[config.mk]
export PLATFORM = sky130hd
export DESIGN_NAME = seed_fetch
export DESIGN_NICKNAME = d
export VERILOG_FILES = /design/src/rtl/seed_fetch.sv
export SDC_FILE = /design/constraint.sdc
export NUM_CORES = 1
export LEC_CHECK = 0
export BUFFER_PORTS_ARGS = -buffer_cell sky130_fd_sc_hd__buf_4
export CAP_MARGIN = 20
export CORE_MARGIN = 2
export CORE_UTILIZATION = 45
export CTS_CLUSTER_SIZE = 10
export DETAILED_ROUTE_END_ITERATION = 12
export PLACE_DENSITY = 0.66
export SLEW_MARGIN = 40
export SYNTH_ARGS = -nofsm -noshare
export SYNTH_HDL_FRONTEND = slang
export SYNTH_SLANG_ARGS = --single-unit
[constraint.sdc]
create_clock -name clk -period 13.6 [get_ports clk]
set_clock_uncertainty 0.2 [all_clocks]
set_input_delay 2.04 -clock clk [delete_from_list [all_inputs] [get_ports clk]]
set_output_delay 2.04 -clock clk [all_outputs]
set_load 0.1 [all_outputs]
[src/rtl/seed_fetch.sv]
// Initiator for the randombytes generator: pulses start, waits for done (with timeout),
// latches the seed and streams it LSW-first as WORD_W-bit words over valid/ready.
module seed_fetch #(
  parameter int unsigned IN_LEN  = 32,
  parameter int unsigned WORD_W  = 64,
  parameter int unsigned TIMEOUT = 100
) (
  input  logic                clk,
  input  logic                rst,
  input  logic                req,
  output logic                rng_start,
  input  logic                rng_done,
  input  logic [IN_LEN*8-1:0] rng_zeta,
  output logic [WORD_W-1:0]   out_data,
  output logic                out_valid,
  input  logic                out_ready,
  output logic                out_last,
  output logic                busy,
  output logic                err
);

  localparam int unsigned SeedW  = IN_LEN * 8;
  localparam int unsigned NWords = SeedW / WORD_W;
  localparam int unsigned IdxW   = (NWords > 1) ? $clog2(NWords) : 1;
  localparam int unsigned CntW   = (TIMEOUT > 1) ? $clog2(TIMEOUT) : 1;

  localparam logic [IdxW-1:0] IdxLast = IdxW'(NWords - 1);
  localparam logic [CntW-1:0] CntLast = CntW'(TIMEOUT - 1);

  typedef enum logic [2:0] {StIdle, StStart, StWait, StStream, StErr} state_e;

  state_e            state_q, state_d;
  logic [SeedW-1:0]  seed_q, seed_d;
  logic [IdxW-1:0]   idx_q, idx_d;
  logic [CntW-1:0]   cnt_q, cnt_d;
  logic              start_d, valid_d, last_d, busy_d, err_d;
  logic [WORD_W-1:0] data_d;

  // Output registers are loaded with next-cycle values so every output is a flop.
  always_comb begin
    state_d = state_q;
    seed_d  = seed_q;
    idx_d   = idx_q;
    cnt_d   = cnt_q;
    start_d = 1'b0;
    valid_d = out_valid;
    last_d  = out_last;
    data_d  = out_data;
    err_d   = 1'b0;

    case (state_q)
      StIdle: begin
        if (req) begin
          state_d = StStart;
          start_d = 1'b1;
        end
      end
      StStart: begin
        cnt_d   = '0;
        state_d = StWait;
      end
      StWait: begin
        // A done on the final allowed cycle takes priority over the timeout.
        if (rng_done) begin
          seed_d  = rng_zeta;
          idx_d   = '0;
          state_d = StStream;
          valid_d = 1'b1;
          data_d  = rng_zeta[WORD_W-1:0];
          last_d  = (NWords == 1);
        end else if (cnt_q == CntLast) begin
          state_d = StErr;
          err_d   = 1'b1;
        end else begin
          cnt_d = cnt_q + 1'b1;
        end
      end
      StStream: begin
        if (out_valid && out_ready) begin
          if (idx_q == IdxLast) begin
            valid_d = 1'b0;
            last_d  = 1'b0;
            state_d = StIdle;
          end else begin
            idx_d  = idx_q + 1'b1;
            data_d = seed_q[idx_d*WORD_W +: WORD_W];
            last_d = (idx_d == IdxLast);
          end
        end
      end
      StErr: begin
        valid_d = 1'b0;
        state_d = StIdle;
      end
      default: state_d = StIdle;
    endcase

    busy_d = (state_d != StIdle);
  end

  always_ff @(posedge clk or posedge rst) begin
    if (rst) begin
      state_q   <= StIdle;
      seed_q    <= '0;
      idx_q     <= '0;
      cnt_q     <= '0;
      rng_start <= 1'b0;
      out_data  <= '0;
      out_valid <= 1'b0;
      out_last  <= 1'b0;
      busy      <= 1'b0;
      err       <= 1'b0;
    end else begin
      state_q   <= state_d;
      seed_q    <= seed_d;
      idx_q     <= idx_d;
      cnt_q     <= cnt_d;
      rng_start <= start_d;
      out_data  <= data_d;
      out_valid <= valid_d;
      out_last  <= last_d;
      busy      <= busy_d;
      err       <= err_d;
    end
  end

endmodule

==> results.yml, run 1 <==
outcome:
  status: "finished clean"
global_routing:
  overflow: 0
  antenna_found_initial: 0
  grt_start_max_net_pins: 149
  track_usage_pct: 21.19
  grt_pass1_wl_microns: 60290
  grt_pass1_vias: 10740
critical_path:
  path_cells: "buf_4 > nand2b_1 > nor2_8 > buf_4 > buf_6 > mux2_2"
  critPathBufInv: 3
  critical_path_arrival_ns: 4.81
  critPathMaxFanout: 58
  worst_path_max_delay_cell: "buf_4"
  critPathRequiredTime_ns: 13.80
  path_common_cell: "buf_4"
  worst-setup-path-type: "in2reg"
  critPathTopFamily: "buffers and inverters"
  cpPeakStageDelay_ns: 0.71
  critPathLaunchType: "input port"
  end_kind: "register"
clock_network:
  cts_tree: "built"
  numCtsBuffers: 40
  clock_latency_ns: 0.53
  ctsResizeCount: 0
  ctsHoldBuffers: 0
  htree_levels: 2
  postCtsSetupBuffers: 0
  cts-root-buf: "clkbuf_16"
  clk_path_buf_depth: 3
  clkSlewWorstSetupHoldPaths_ns: 0.05
  cts.sink_count: 337
timing:
  maxSlewViolCount: 0
  fin_crit_ns: 4.613
  fin_setup_tns_ns: 0
  finalHoldViolCount: 0
  setup_viol: 0
  slew_headroom_pct: 47.19
  rsz0062_at_grt: "no"
  finalCritPeriodShare_pct: 33.92
  worst_pin_slew_ns: 0.7922
  fmaxAchievable_mhz: 216.8
logic_synthesis:
  synth_fp_nets: 1332
  synthArstFlopShare_pct: 100.0
  synth_area_per_cell_sq_um: 14.82
  syn_area_sq_um: 15830
  synth_cell_types: 43
  synth-seq-cells: 337
  synth_top_area_share_pct: 53.27
  ys.flop_type: "dfrtp_1"
  syn_inst: 1068
  ys_top_cells_by_area: "dfrtp_1, mux2_4, mux4_2"
  synth_warnings: 0
  yosysTopAreaCell: "dfrtp_1"
  synth_edf_count: 0
  ys_seq_area_share_pct: 53.27
die:
  rows: 68
  io-pin-count: 330
  core-area_sq_um: 34630
  die_w_microns: 191.6
  start_util_pct: 45.72
  die_h_microns: 191.6
  die-area_sq_um: 36700
placement:
  dp_hpwl_microns: 24960
  gp_congestion: 0.7571
  placed_area_sq_um: 18490
  port_buffers: 329
pwr:
  p_leak_uw: 0.008999
  peakVddDrop_mv: 0.1654
  p_per_area_nw_per_um2: 279.3
finish:
  final_common_cell: "dfrtp_1"
  fin_nets: 1642
  antenna_cells: 0
  finalInstanceArea_sq_um: 19650
  drive_gt1_share_pct: 51.62
  final_cell_mix: "dfrtp_1, buf_4, mux2_4"
  fillCellCount: 2784
  syn2layout_area_growth_pct: 24.13
hold_path:
  min-delay-path-class: "reg2reg"
drt:
  postRouteAntennaNets: 0
  viasPerCell: 5.373
  dr.pass1.iters: 5
  routed_wirelength_microns: 38710
  drc: 0
  vias: 9907
  drt-initial-drc-count: 393
  post_drt_wl_per_cell_microns: 20.99
job:
  drv_cap: 0
[state kept, by name, indices dropped and copies added, names as in the netlist]
name	count
err	1
busy	1
cnt_q	7
seed_q	256
state_q	3
rng_start	1
out_last	1
out_data	64
out_valid	1
idx_q	2
[area by class of cell]
| type | count | area [sq um] | area share (%) |
|---|---|---|---|
| inverter | 7 | 38.79 | 0.1974 |
| multi-input combinational | 650 | 6838 | 34.80 |
| timing repair buffer | 342 | 2648 | 13.47 |
| sequential | 337 | 8437 | 42.93 |
| clock inverter | 2 | 17.52 | 0.08914 |
| tap | 455 | 569.3 | 2.897 |
| clock buffer | 51 | 1104 | 5.616 |
[logic make-up after synthesis]
logic type,synth area share (%)
buffers and inverters,3.754
AO/OA/AOI/OAI,4.070
adder cells (fa/ha/maj),0.2371
flip-flops,53.27
multiplexers,32.39
AND/OR/NAND/NOR,6.062
XOR/XNOR,0.2213
[Yosys cell counts, types with 2 or more instances]
cell type	count
a22o_1	2
nand4b_1	2
nand2_1	114
mux4_2	56
ha_1	3
a31oi_1	56
o22ai_1	8
xor2_1	4
mux2_2	34
nand3_1	8
o21ai_0	6
clkbuf_1	6
nand4_1	3
a211oi_1	16
nor2b_1	10
buf_4	8
dfrtp_1	337
and3b_1	2
buf_12	2
buf_2	32
nand2b_1	3
mux2_4	230
inv_1	7
mux2i_1	3
buf_6	25
a21oi_1	2
nor2_1	71
and2_1	3
[power breakdown]
group          internal, uW  leakage (uW)  total, uW  switching, uW
sequential             1510       0.00395       1830            316
combinational          1220       0.00450       2710           1490
clock                   561      0.000550        952            391
total                  3290       0.00900       5490           2200
[per-stage QoR]
stage          instances  hold WS (ns)  utilization (%)  total power, uW  worst slack (ns)
2_1_floorplan       1068        0.2726                -             4008             2.022
3_3_place_gp        1789        0.2850            53.27             4503             8.240
3_5_place_dp        1790        0.2887            53.40             4559             8.472
4_1_cts             1843        0.3007            56.64             5539             9.013
5_1_grt             1844        0.3134            56.75             5774             8.861
6_report            1844        0.2970            56.75             5489             8.987
[metal layers]
metal | track usage, % | part of all wire, % | wire (microns)
met1 | 27.41 | 42 | 16170
met2 | 34.88 | 48 | 18680
met3 | 5.985 | 7.7 | 2975
met4 | 6.006 | 2.3 | 890
met5 | 0 | 0 | 0
[worst register-to-register path, cell delays in order (launching register included)]
cell and delay, ns:
dfrtp_4 0.88, inv_1 0.19, ha_4 0.54, buf_4 0.70
nand3_1 0.61, a211oi_1 0.41, a211oi_1 0.08
[worst paths after layout]
kind                                  from          end  slack [ns]  cells after the start
min in group asynchronous              rst  seed_q[228]        1.35                      2
max in group asynchronous              rst     idx_q[0]       10.53                      4
worst max register to register    idx_q[0]  out_data[8]        9.84                      6
worst min-delay path            seed_q[65]   seed_q[65]        0.30                      1
worst min register to register  seed_q[65]   seed_q[65]        0.30                      1
worst max-delay path              rng_done   seed_q[84]        8.99                      6
Note: power is estimated with default switching activity, not from simulation.
==> run 2: changes to the inputs <==
--- a/config.mk
+++ b/config.mk
@@ -5,13 +5,14 @@
 export SDC_FILE = /design/constraint.sdc
 export NUM_CORES = 1
 export LEC_CHECK = 0
+export ABC_AREA = 1
 export BUFFER_PORTS_ARGS = -buffer_cell sky130_fd_sc_hd__buf_4
 export CAP_MARGIN = 20
 export CORE_MARGIN = 2
 export CORE_UTILIZATION = 45
 export CTS_CLUSTER_SIZE = 10
 export DETAILED_ROUTE_END_ITERATION = 12
-export PLACE_DENSITY = 0.66
+export PLACE_DENSITY = 0.68
 export SLEW_MARGIN = 40
 export SYNTH_ARGS = -nofsm -noshare
 export SYNTH_HDL_FRONTEND = slang
==> constraint.sdc (replaced) <==
create_clock -name clk -period 3.85 [get_ports clk]
set_clock_uncertainty 0.2 [all_clocks]
set_input_delay 0.5775 -clock clk [delete_from_list [all_inputs] [get_ports clk]]
set_output_delay 0.5775 -clock clk [all_outputs]
set_load 0.1 [all_outputs]
==> results.yml, run 2 <==
critical_path:
  critPathRequiredTime_ns: 4.11
  crit_start: "idx_q[0]"
  cpPeakStageDelay_ns: 0.68
  path_cells: "inv_4 > buf_4 > buf_6 > nand2_1 > nand3_1 > nand3_1 > o21ai_0 > nand2_1 > nand2_1"
  reg2reg_depth: 9
  worst_path_max_delay_cell: "dfrtp_4"
  critPathMaxFanout: 75
  r2r-start: "idx_q[0]"
  end_kind: "register"
  r2r_setup_slack_ns: 0.97
  worst-setup-path-type: "reg2reg"
  path_common_cell: "nand2_1"
  critPathTopFamily: "buffers and inverters"
  critPathBufInv: 3
  worstReg2RegEnd: "out_data[28]"
  critical_path_arrival_ns: 3.14
  critPathLaunchType: "register"
timing:
  rsz0062_at_grt: "no"
  slew_headroom_pct: 45.51
  fmaxAchievable_mhz: 347.0
  finalHoldViolCount: 0
  layout_setup_ws_ns: 0.9678
  fin_crit_ns: 2.882
  setup_viol: 0
  worst_pin_slew_ns: 0.8174
  fin_setup_tns_ns: 0
  finalCritPeriodShare_pct: 74.86
  whs_ns: 0.04476
  maxSlewViolCount: 0
placement:
  port_buffers: 329
  preCtsSetupSlack_ns: 0.7979
  dp_hpwl_microns: 28960
  gp_congestion: 0.8328
hold_path:
  holdPathStages: 3
  min-delay-path-class: "in2reg"
  holdPathEnd: "seed_q[189]"
  hold_path_startpoint: "rng_zeta[189]"
die:
  start_util_pct: 45.39
  io-pin-count: 330
  die-area_sq_um: 36090
  die_w_microns: 190.0
  core-area_sq_um: 34290
  die_h_microns: 190.0
  rows: 68
pwr:
  finalPower_uw: 18680
  p_leak_uw: 0.01052
  p_per_area_nw_per_um2: 960.2
  peakVddDrop_mv: 0.5899
finish:
  drive_gt1_share_pct: 17.70
  fin_nets: 2602
  final_cell_mix: "nand2_1, buf_4, dfrtp_1"
  largest_register: "seed_q"
  multiInputGateArea_sq_um: 6168
  largest_reg_flops: 256
  register_area_sq_um: 8437
  reg.largest.list: "seed_q (256), out_data (64), cnt_q (7)"
  final_common_cell: "nand2_1"
  syn2layout_area_growth_pct: 24.96
  fillCellCount: 3209
clock_network:
  clock_latency_ns: 0.53
  clk_path_buf_depth: 3
  clkSlewWorstSetupHoldPaths_ns: 0.06
  cts.sink_count: 337
  htree_levels: 2
  numCtsBuffers: 40
  ctsHoldBuffers: 1
  ctsResizeCount: 0
  postCtsSetupBuffers: 0
  cts_tree: "built"
  cts-root-buf: "clkbuf_16"
logic_synthesis:
  synth_fp_nets: 2331
  synth_top_area_share_pct: 54.18
  synthArstFlopShare_pct: 100.0
  yosysMostFrequentCell: "nand2_1"
  synth_cell_types: 23
  yosysTopAreaCell: "dfrtp_1"
  synth_edf_count: 0
  syn_area_sq_um: 15560
  ys_seq_area_share_pct: 54.18
  syn_inst: 2067
  synth-seq-cells: 337
  ys_top_cells_by_area: "dfrtp_1, nand2_1, nand3_1"
  synth_warnings: 0
  ys.flop_type: "dfrtp_1"
  synth_commonest_cells: "nand2_1, dfrtp_1, nand3_1"
  synth_area_per_cell_sq_um: 7.530
job:
  drv_cap: 0
global_routing:
  antenna_found_initial: 3
  grt_start_max_net_pins: 174
  grt_pass1_vias: 13769
  grt_pass1_wl_microns: 72390
  track_usage_pct: 24.97
  overflow: 0
drt:
  drt-initial-drc-count: 951
  postRouteAntennaNets: 0
  viasPerCell: 5.072
  dr.pass1.iters: 7
  post_drt_wl_per_cell_microns: 15.98
  vias: 14231
  routed_wirelength_microns: 44850
  drc: 0
outcome:
  status: "finished clean"
run 2: worst max-delay path by stage:
stage | to | slack (ns) | depth (start not counted)
floorplan | busy | -1.43 | 1
global placement | out_data[51] | 0.85 | 9
detailed placement | out_data[46] | 0.80 | 9
global route | out_data[28] | 0.78 | 9
CTS | out_data[28] | 0.75 | 9
finish | out_data[28] | 0.97 | 9
run 2: tightest hold or removal path, cell delays in order:
cell,delay (ns)
buf_4,0.08
nand2_1,0.04
nand2_1,0.04
run 2: cell type report:
class | instances | share of cell area (%)
sequential | 337 | 43.38
timing repair buffer | 354 | 14.16
multi-input combinational | 1498 | 31.72
tap | 455 | 2.927
clock buffer | 52 | 5.591
clock inverter | 2 | 0.09007
antenna | 1 | 0.01287
inverter | 107 | 2.123
run 2: routing by layer:
layer / GRT usage (%) / vias to the layer above / share of wire (%) / wire length, microns
met2: 40.24 / 492 / 47 / 20990
met3: 3.579 / 84 / 5.8 / 2613
met1: 35.09 / 6718 / 45 / 20080
met5: 0 / - / 0.049 / 22
li1: - / 6933 / - / -
met4: 7.692 / 4 / 2.5 / 1142
run 2: logic make-up after synthesis:
family	synth area share, %
AO/OA/AOI/OAI	4.880
adder cells (fa/ha/maj)	0.2412
flip-flops	54.18
buffers and inverters	6.343
AND/OR/NAND/NOR	34.24
XOR/XNOR	0.1126
run 2: metrics by stage:
| stage | area, sq um | cells | util (%) |
|---|---|---|---|
| 2_1_floorplan | 15570 | 2067 | - |
| 3_3_place_gp | 18290 | 2748 | 53.33 |
| 3_5_place_dp | 18310 | 2749 | 53.41 |
| 4_1_cts | 19430 | 2804 | 56.66 |
| 5_1_grt | 19450 | 2806 | 56.72 |
| 6_report | 19450 | 2806 | 56.72 |
run 2: power by group:
| part | internal (uW) | switching (uW) | total, uW |
|---|---|---|---|
| clock | 1950 | 1370 | 3320 |
| combinational | 2520 | 6670 | 9190 |
| sequential | 5200 | 960 | 6160 |
==> run 3: changes to the inputs <==
==> constraint.sdc (replaced) <==
create_clock -name clk -period 2.3 [get_ports clk]
set_clock_uncertainty 0.2 [all_clocks]
set_input_delay 0.345 -clock clk [delete_from_list [all_inputs] [get_ports clk]]
set_output_delay 0.345 -clock clk [all_outputs]
set_load 0.1 [all_outputs]
==> results.yml, run 3 (synthesized netlist as in run 2, its figures left out) <==
timing:
  fin_crit_ns: 2.020
  slew_headroom_pct: 57.37
  finalHoldViolCount: 0
  layout_setup_ws_ns: 0.2796
  worst_pin_slew_ns: 0.6395
  rsz0062_at_grt: "no"
  setup_viol: 0
  finalCritPeriodShare_pct: 87.84
  fin_setup_tns_ns: 0
  maxSlewViolCount: 0
  fmaxAchievable_mhz: 494.9
  whs_ns: 0.07131
die:
  start_util_pct: 45.39
  die_w_microns: 190.0
  rows: 68
  core-area_sq_um: 34290
  die-area_sq_um: 36090
  io-pin-count: 330
  die_h_microns: 190.0
finish:
  largest_register: "seed_q"
  final_common_cell: "nand2_1"
  multiInputGateArea_sq_um: 6168
  register_area_sq_um: 8437
  layoutNonFillerInstCount: 3088
  final_cell_mix: "nand2_1, buf_4, dfrtp_1"
  reg.largest.list: "seed_q (256), out_data (64), cnt_q (7)"
  fillCellCount: 2742
  fin_nets: 2880
  drive_gt1_share_pct: 16.63
  syn2layout_area_growth_pct: 43.76
  largest_reg_flops: 256
clock_network:
  clock_latency_ns: 0.52
  cts-root-buf: "clkbuf_16"
  clkSlewWorstSetupHoldPaths_ns: 0.06
  cts.sink_count: 337
  cts_tree: "built"
  numCtsBuffers: 40
  htree_levels: 2
  clk_path_buf_depth: 3
pwr:
  p_switching_uw: 15390
  p_comb_share_pct: 51.1
  p_leak_uw: 0.01176
  intPower_uw: 16830
  peakVddDrop_mv: 1.191
  p_clk_share_pct: 17.2
  p_per_area_nw_per_um2: 1440
  p_sw_share_pct: 47.76
  sequentialPowerShare_pct: 31.6
drt:
  drc: 0
  vias: 15661
  viasPerCell: 5.072
  postRouteAntennaNets: 0
  dr.pass1.iters: 6
  drt-initial-drc-count: 1193
  routed_wirelength_microns: 49590
  post_drt_wl_per_cell_microns: 16.06
critical_path:
  worst-setup-path-type: "reg2reg"
  critical_path_arrival_ns: 2.22
  critPathRequiredTime_ns: 2.50
  r2r-start: "idx_q[0]"
  critPathLaunchType: "register"
  critPathBufInv: 2
  cpPeakStageDelay_ns: 0.45
  end_kind: "register"
  path_cells: "inv_4 > ha_4 > buf_4 > nand3_1 > nand3_1 > o21ai_0 > nand2_1 > nand2_1"
  critPathTopFamily: "buffers and inverters"
  worst_path_max_delay_cell: "dfrtp_4"
  worstReg2RegEnd: "out_data[52]"
  critPathMaxFanout: 33
  r2r_setup_slack_ns: 0.28
  reg2reg_depth: 8
global_routing:
  overflow: 0
  track_usage_pct: 27.63
  antenna_found_initial: 7
  grt_pass1_vias: 15791
  grt_pass1_wl_microns: 80110
  grt_start_max_net_pins: 130
placement:
  gp_congestion: 0.8471
  dp_hpwl_microns: 30210
  preCtsSetupSlack_ns: 0.3316
  dp.cells: 2771
  port_buffers: 329
hold_path:
  holdPathEnd: "seed_q[194]"
  holdPathStages: 4
  hold_path_startpoint: "rng_done"
  min-delay-path-class: "in2reg"
outcome:
  status: "finished clean"
job:
  drv_cap: 0
==> run 3: layer usage <==
metal / global-route usage [%] / share of wire (%)
met3: 4.575 / 6.2
met4: 11.72 / 4.0
met1: 36.49 / 42
met2: 45.24 / 47
met5: 0 / 0.048
==> run 3: worst register-to-register path, cell delays in order, from the launching register on <==
cell     delay, ns
dfrtp_4       0.45
inv_4         0.06
ha_4          0.28
buf_4         0.43
nand3_1       0.18
nand3_1       0.10
o21ai_0       0.09
nand2_1       0.07
nand2_1       0.05
==> run 3: how the worst max path moves through the flow <==
stage,from,slack (ns),cells after the start,to
floorplan,rst,-2.75,1,busy
global placement,idx_q[0],0.33,8,out_data[52]
detailed placement,idx_q[0],0.33,8,out_data[52]
CTS,idx_q[0],0.32,8,out_data[52]
global route,state_q[2],0.17,8,seed_q[38]
finish,idx_q[0],0.28,8,out_data[52]
==> run 3: cell type report <==
cell class              count  area share, %
multi-input cells        1498          27.57
clock buffers              51          4.798
clock inverters             3         0.1007
diodes                      5        0.05592
flip-flops and latches    337          37.71
inverters                 107          1.845
repair buffers            632          25.38
well taps                 455          2.544
==> run 3: metrics by stage <==
stage / util [%] / total power (uW) / cell area [sq um]
after CTS: 65.22 / 32180 / 22360
final: 65.25 / 32220 / 22370
after floorplan: - / 21720 / 15570
after detailed placement: 54.49 / 26180 / 18680
after global placement: 54.49 / 25880 / 18680
after global routing: 65.25 / 34490 / 22370
==> run 3: power groups by stage <==
stage	combinational (uW)	clock, uW	sequential (uW)
after detailed placement	16000	0	10200
final	16500	5550	10200
after CTS	16400	5640	10200
after global routing	18100	5910	10500
after floorplan	7900	0	13800
after global placement	15700	0	10100
==> run 3: repair_timing <==
| action | in CTS | in global routing |
|---|---|---|
| gates resized for setup | 0 | 0 |
| buffers inserted | 0 | 0 |
| hold endpoints to repair | 300 | 0 |
| hold buffers | 258 | 0 |
